[src/rtl/knn_sched_pkg.sv]
// knn_sched_pkg: shared types for the KNN run sequencer.
// State encoding and default neighbour-list depth.
package knn_sched_pkg;

  localparam int KNN_K_DEF = 10;

  typedef enum logic [3:0] {
    S_IDLE  = 4'd0,
    S_CLR   = 4'd1,
    S_FETCH = 4'd2,
    S_DIST  = 4'd3,
    S_SCAN  = 4'd4,
    S_INS   = 4'd5,
    S_NEXT  = 4'd6,
    S_VOTE  = 4'd7,
    S_VWAIT = 4'd8,
    S_DONE  = 4'd9
  } state_t;

endpackage

[src/rtl/knn_sched_cnt.sv]
// knn_cnt: up-counter with clear, increment and last flag.
// limit is one bit wider so a limit of 2^W still fits.
module knn_cnt #(
  parameter int W = 4
) (
  input  logic         clk,
  input  logic         rst,
  input  logic         clr,
  input  logic         inc,
  input  logic [W:0]   limit,
  output logic [W-1:0] value,
  output logic         last
);

  // clear wins over increment
  always_ff @(posedge clk) begin
    if (rst || clr)
      value <= '0;
    else if (inc)
      value <= value + 1'b1;
  end

  assign last = ({1'b0, value} == (limit - 1'b1));

endmodule

[src/rtl/knn_sched.sv]
// knn_sched: run-level sequencer for the KNN accelerator.
// Walks test x data pairs, scans the neighbour list, votes.
module knn_sched
  import knn_sched_pkg::*;
#(
  parameter int K       = KNN_K_DEF,
  parameter int NDATA_W = 10,
  parameter int NTEST_W = 6,
  parameter int SLOT_W  = $clog2(K)
) (
  input  logic               clk,
  input  logic               rst,
  input  logic               start,
  input  logic [NDATA_W-1:0] n_data,
  input  logic [NTEST_W-1:0] n_test,
  input  logic               cmp_lt,
  input  logic               vote_done,
  output logic               busy,
  output logic               done,
  output logic               mem_rd,
  output logic [NTEST_W-1:0] test_addr,
  output logic [NDATA_W-1:0] data_addr,
  output logic               en_dist,
  output logic               nb_clr,
  output logic [SLOT_W-1:0]  slot_idx,
  output logic               nb_ins,
  output logic               vote_start
);

  state_t state, state_n;

  logic [NDATA_W-1:0] n_data_q;
  logic [NTEST_W-1:0] n_test_q;

  logic d_clr, d_inc, d_last;
  logic t_clr, t_inc, t_last;
  logic s_clr, s_inc, s_last;

  // state register
  always_ff @(posedge clk) begin
    if (rst)
      state <= S_IDLE;
    else
      state <= state_n;
  end

  // counts are captured once per run
  always_ff @(posedge clk) begin
    if (rst) begin
      n_data_q <= '0;
      n_test_q <= '0;
    end else if (state == S_IDLE && start) begin
      n_data_q <= n_data;
      n_test_q <= n_test;
    end
  end

  // next state and counter controls
  always_comb begin
    state_n = state;
    d_clr   = 1'b0;
    d_inc   = 1'b0;
    t_clr   = 1'b0;
    t_inc   = 1'b0;
    s_clr   = 1'b0;
    s_inc   = 1'b0;
    unique case (state)
      S_IDLE: begin
        if (start) begin
          if (n_test == '0) begin
            state_n = S_DONE;
          end else begin
            t_clr   = 1'b1;
            state_n = S_CLR;
          end
        end
      end
      S_CLR: begin
        d_clr   = 1'b1;
        state_n = (n_data_q == '0) ? S_VOTE : S_FETCH;
      end
      S_FETCH: state_n = S_DIST;
      S_DIST: begin
        s_clr   = 1'b1;
        state_n = S_SCAN;
      end
      S_SCAN: begin
        if (cmp_lt)
          state_n = S_INS;
        else if (s_last)
          state_n = S_NEXT;
        else
          s_inc = 1'b1;
      end
      S_INS: state_n = S_NEXT;
      S_NEXT: begin
        if (d_last) begin
          state_n = S_VOTE;
        end else begin
          d_inc   = 1'b1;
          state_n = S_FETCH;
        end
      end
      S_VOTE: state_n = S_VWAIT;
      S_VWAIT: begin
        if (vote_done) begin
          if (t_last) begin
            state_n = S_DONE;
          end else begin
            t_inc   = 1'b1;
            state_n = S_CLR;
          end
        end
      end
      S_DONE:  state_n = S_IDLE;
      default: state_n = S_IDLE;
    endcase
  end

  knn_cnt #(.W(NDATA_W)) u_data (
    .clk   (clk),
    .rst   (rst),
    .clr   (d_clr),
    .inc   (d_inc),
    .limit ({1'b0, n_data_q}),
    .value (data_addr),
    .last  (d_last)
  );

  knn_cnt #(.W(NTEST_W)) u_test (
    .clk   (clk),
    .rst   (rst),
    .clr   (t_clr),
    .inc   (t_inc),
    .limit ({1'b0, n_test_q}),
    .value (test_addr),
    .last  (t_last)
  );

  knn_cnt #(.W(SLOT_W)) u_slot (
    .clk   (clk),
    .rst   (rst),
    .clr   (s_clr),
    .inc   (s_inc),
    .limit ((SLOT_W+1)'(K)),
    .value (slot_idx),
    .last  (s_last)
  );

  assign busy       = (state != S_IDLE);
  assign done       = (state == S_DONE);
  assign mem_rd     = (state == S_FETCH);
  assign en_dist    = (state == S_DIST);
  assign nb_clr     = (state == S_CLR);
  assign nb_ins     = (state == S_INS);
  assign vote_start = (state == S_VOTE);

endmodule

[config.mk]
export PLATFORM = sky130hd
export DESIGN_NAME = knn_sched
export DESIGN_NICKNAME = d
export VERILOG_FILES = /design/src/rtl/knn_sched_pkg.sv /design/src/rtl/knn_sched_cnt.sv /design/src/rtl/knn_sched.sv
export SDC_FILE = /design/constraint.sdc
export NUM_CORES = 1
export LEC_CHECK = 0
export CORE_ASPECT_RATIO = 0.5
export CORE_MARGIN = 5
export CORE_UTILIZATION = 33
export DETAILED_ROUTE_END_ITERATION = 8
export HOLD_SLACK_MARGIN = 0.05
export PLACE_DENSITY = 0.61
export REMOVE_ABC_BUFFERS = 1
export SLEW_MARGIN = 10
export SYNTH_ARGS = -nofsm -noshare
export SYNTH_HDL_FRONTEND = slang
export SYNTH_HIERARCHICAL = 1
export SYNTH_SLANG_ARGS = --single-unit
[constraint.sdc]
create_clock -name clk -period 4.5 [get_ports clk]
set_clock_uncertainty 0.05 [all_clocks]
set_input_delay 0.675 -clock clk [delete_from_list [all_inputs] [get_ports clk]]
set_output_delay 0.675 -clock clk [all_outputs]
set_load 0.005 [all_outputs]
* Word level (Yosys, flattened, before mapping) *
Cells that the tools add are included.

word-level totals
  register bits after elaboration = 40
  latch bits = 0
  RAM bits = 0
  memory bits (read-only) = 0
  output and inout bits = 27
  memories kept = 0

cells by class
  add/sub/neg operators = 5
  multipliers = 0
  div/mod/pow operators = 0
  magnitude comparators = 0
  equal/unequal tests = 15
  shift operators = 0
  muxes and demuxes = 22
  bitwise logic cells = 0
  reduce and logical (&&, ||, !) cells = 9

operators by type and width
  operator                 count
  $pmux W4 S9              1
  $mux W4                  6
  $eq A4 B3 Y1 const B     4
  $mux W1                  13
  $eq A4 B4 Y1 const B     3
  $eq A10 B11 Y1           1
  $sub A10 B1 Y11 const B  1
  $add A10 B1 Y10 const B  1
  $logic_not A10 Y1        1
  $eq A4 B2 Y1 const B     2
  $eq A6 B7 Y1             1
  $sub A6 B1 Y7 const B    1
  $add A6 B1 Y6 const B    1
  $logic_not A6 Y1         1
  $mux W3                  2
  $add A4 B1 Y4 const B    1
  $eq A4 B1 Y1 const B     1
  $logic_not A4 Y1         1
  $ne A2 B2 Y1 const B     2
  $reduce_bool A4 Y1       1
  $logic_or A1 B1 Y1       3
  $ne A3 B3 Y1 const B     1
  $reduce_and A3 Y1        1
  $logic_and A1 B1 Y1      1

* Longest topological paths before layout *
  depth after elaboration = 5
  depth in mapped cells = 13

* Hierarchy *
Netlist, hierarchy kept.

modules (own cells, without submodules)
  module            times used  cells each  area an instance (µm²)
  knn_sched         1           126         942.2
  knn_cnt (u_data)  1           93          773.2
  knn_cnt (u_test)  1           51          432.9
  knn_cnt (u_slot)  1           32          280.3

* Worst setup path after synthesis *
Ideal clock, no wire load.

  path kind = reg-to-reg
  start = register n_data_q[0]
  end = register u_data.value[7]
  setup time = 0.128 ns
  arrival = 2.911 ns
  setup slack = 1.411 ns
  stages on the path, launching flop included = 14
  buffers on the path = 0
  clock period less this slack = 3.089 ns
  cells stage by stage = dfxtp_1 -> inv_1 -> ha_1 -> or4b_4 -> nor2_4 -> or4_1 -> o311a_1 -> a211oi_2 -> nor4_1 -> and3_1 -> and4_1 -> nand3_1 -> xnor2_1 -> nor2_1

on the way
  longest elaborated chain between the ends = 4

ends and longest elaborated chain
  element                 RTL line             source
  from (decl)             knn_sched.sv:32      logic [NDATA_W-1:0] n_data_q;
  from (signal assigned)  knn_sched.sv:53      n_data_q <= n_data;
  $sub A10 B1 Y11         knn_sched_cnt.sv:23  assign last = ({1'b0, value} == (limit - 1'b1));
  $eq A10 B11 Y1          knn_sched_cnt.sv:23
  via d_last              knn_sched.sv:35      logic d_clr, d_inc, d_last;
  $mux W1                 knn_sched.sv:97      if (d_last) begin
  $mux W1                 knn_sched.sv:67      unique case (state)
  via d_inc               knn_sched.sv:35
  to (signal assigned)    knn_sched_cnt.sv:20  value <= value + 1'b1;
  to (decl)               knn_sched_cnt.sv:11  output logic [W-1:0] value,

The timed path passes the listed nets, and every way through them passes these cells.
A chain may end at the register's enable or synchronous reset.

* Worst setup path in the final report *
  start = register n_data_q[0]
  end = register u_data.value[9]

The elaborated chain is that of the path after synthesis.

==> results.cfg <==
[outcome]
outcome = complete, no violations

[placed_design]
gp_congestion = 0.838
placed_cell_area_sq_mm = 0.00307
dp_hpwl_mm = 4.55
io_buffers = 47
dp_cells = 458

[floorplanning]
rows = 22
dieArea_sq_mm = 0.00928
die_h_microns = 70.7
chipWidth_microns = 131
core_area_sq_mm = 0.00724
ios = 48
initial_core_util_pct = 33.5

[cts]
root_buffer = clkbuf_16
clkTransAtPathRegs_ns = 0.06
cts_max_path_buffers = 2
post_cts_buffers = 0
clock_sinks = 40
clk_latency_ns = 0.28
hold_buffers = 0
htreeDepth = 2
cts_inserted_buffers = 5
cts_resized = 0
cts_tree = yes

[logic_synthesis]
ys_warn_count = 6
synth_edf_count = 0
synth_compound_area_share_pct = 10.8
synth_seq_area_share_pct = 33.0
syn_inst = 302
synth-seq-cells = 40
syn_area_per_cell_sq_um = 8.04
yosys.area_share.simple_pct = 31.5
syn_area_sq_mm = 0.00243
synth.area.mux_share_pct = 2.52
synth_async_sr_flop_share_pct = 0
synthAdderAreaFrac_pct = 3.09
synth_top_family_by_area = simple AND/OR/NAND/NOR gates
synth.distinct_cells = 52
synth_ff_type = dfxtp_1
synth_xor_area_share_pct = 14.8

[min_path]
min_from = n_test_q[1]
hp-class = reg -> reg

[drt]
wirelength_mm = 5.97
via_per_inst = 4.85
dr.pass1.iters = 4
vias = 2262
drc = 0
drt.antenna.violating_nets = 0
wl_per_cell_microns = 12.8
initialDrtViolationCount = 111

[power_and_ir_drop]
p_leak_nw = 1.21
ir_drop_mv = 0.172
design_power_total_mw = 1.32
power_density_mw_per_mm2 = 410

[setup_path]
crit_arrival_ns = 3.16
startpoint_type = register
crit_path_end_kind = register
critPathMaxFanout = 6
critPathRequiredTime_ns = 4.61
startpoint = n_data_q[0]
path_class = reg -> reg
r2r_start = n_data_q[0]

[finish]
n_antenna_cell = 0
layout.nets = 396
drive_gt1_share_pct = 5.68
final_design_area_no_fill_sq_mm = 0.00323
layout_commonest_cell = clkdlybuf4s50_1
final_cells = 466
layout_common_cells = clkdlybuf4s50_1 (47), nand2_1 (46), dfxtp_1 (40)
area_growth_pct = 33.0

[sta]
max_freq_mhz = 328
tns_ns = 0
timing.hold.ws_ns = 0.452
finalHoldViolCount = 0
maxSlewHeadroom_pct = 19.0
rsz0062_at_grt = no
setup_violations = 0
slew_violations = 0
post-route-min-period_ns = 3.05
worst_pin_slew_ns = 1.20
period_share_pct = 67.8

[grt]
overflow = 0
antenna_found_initial = 0
grt_pass1_wl_mm = 9.58
grt_pass1_vias = 2115
grt_max_degree = 26
grtUsageTotal_pct = 12.2

[flow_run]
maxCapViolations = 0
## state kept, by name (all words and copies together) (netlist names)
signal	flops
u_test/value	6
state	4
u_slot/value	4
n_data_q	10
n_test_q	6
u_data/value	10
## critical path, cell delays in order, from the launching register on
cell and delay, ns:
dfxtp_1 0.35, inv_1 0.08, ha_1 0.19, or4b_4 0.50, nor2_4 0.12, or4_1 0.12
o311a_1 0.16, a211oi_2 0.07, nor4_1 0.28, buf_4 0.20, and3_1 0.21, and4_1 0.28
nand3_1 0.12, xor2_1 0.15, nor2_1 0.05
## cells by family (layout without fill, tap and decap cells)
| group | after synthesis | after routing |
|---|---|---|
| flip-flops | 40 | 40 |
| other | 2 | 24 |
| AO/OA/AOI/OAI | 41 | 41 |
| multiplexers | 6 | 6 |
| buffers and inverters | 23 | 69 |
| AND/OR/NAND/NOR | 143 | 143 |
| adder cells (fa/ha/maj) | 6 | 6 |
| XOR/XNOR | 41 | 41 |
## Yosys cell counts (3+ instances only)
master,number,area share (%)
xor2_1,18,6.5
or2_2,3,0.77
dfxtp_1,40,33
nor4_1,5,1.3
or4_1,3,0.93
nand2_1,46,7.1
nor4b_1,3,1.1
xnor2_1,23,8.3
nor3b_1,3,0.93
ha_1,6,3.1
nor3_1,14,2.9
buf_2,5,1.0
o21ai_0,3,0.62
nand4_1,9,2.3
mux2i_1,5,2.1
nand3_1,5,1.0
nor2_1,26,4.0
nand2b_1,5,1.3
a21oi_1,23,4.7
clkbuf_1,4,0.62
inv_1,12,1.9
and3_1,5,1.3
## metrics by stage
step                      util, %  setup WS, ns
final                        44.6          1.45
after global routing         44.6          1.20
after CTS                    44.6          1.46
after detailed placement     42.3          1.47
after global placement       42.3          1.55
after floorplan                 -          1.42
## worst paths after layout
check,endpoint,slack (ns),cells past startpoint
setup / recovery,u_data/value[9],1.45,14
hold / removal,n_test_q[1],0.45,2
setup reg to reg,u_data/value[9],1.45,14
hold reg to reg,n_test_q[1],0.45,2
## metal layers
layer	vias up	routed length, microns	track usage (%)
met1	1060	2850	15.0
li1	1158	-	-
met3	6	220	3.13
met2	38	2850	21.5
met4	0	53	3.19
met5	-	0	0
## final cells by class
| type | count | area (sq um) |
|---|---|---|
| Fill cell | 710 | 4010 |
| Multi-Input combinational cell | 261 | 1610 |
| Sequential cell | 40 | 801 |
| Timing Repair Buffer | 49 | 485 |
| Clock buffer | 6 | 129 |
| Tap cell | 96 | 120 |
| Inverter | 12 | 45.0 |
| Clock inverter | 2 | 35.0 |
## report_power, final
| group | switching [mW] | internal [mW] | leakage [nW] |
|---|---|---|---|
| registers | 0.0838 | 0.394 | 0.325 |
| logic | 0.231 | 0.217 | 0.800 |
| clock network | 0.137 | 0.261 | 0.0808 |
| total | 0.452 | 0.871 | 1.21 |
Power figures use the tool's default switching activity.
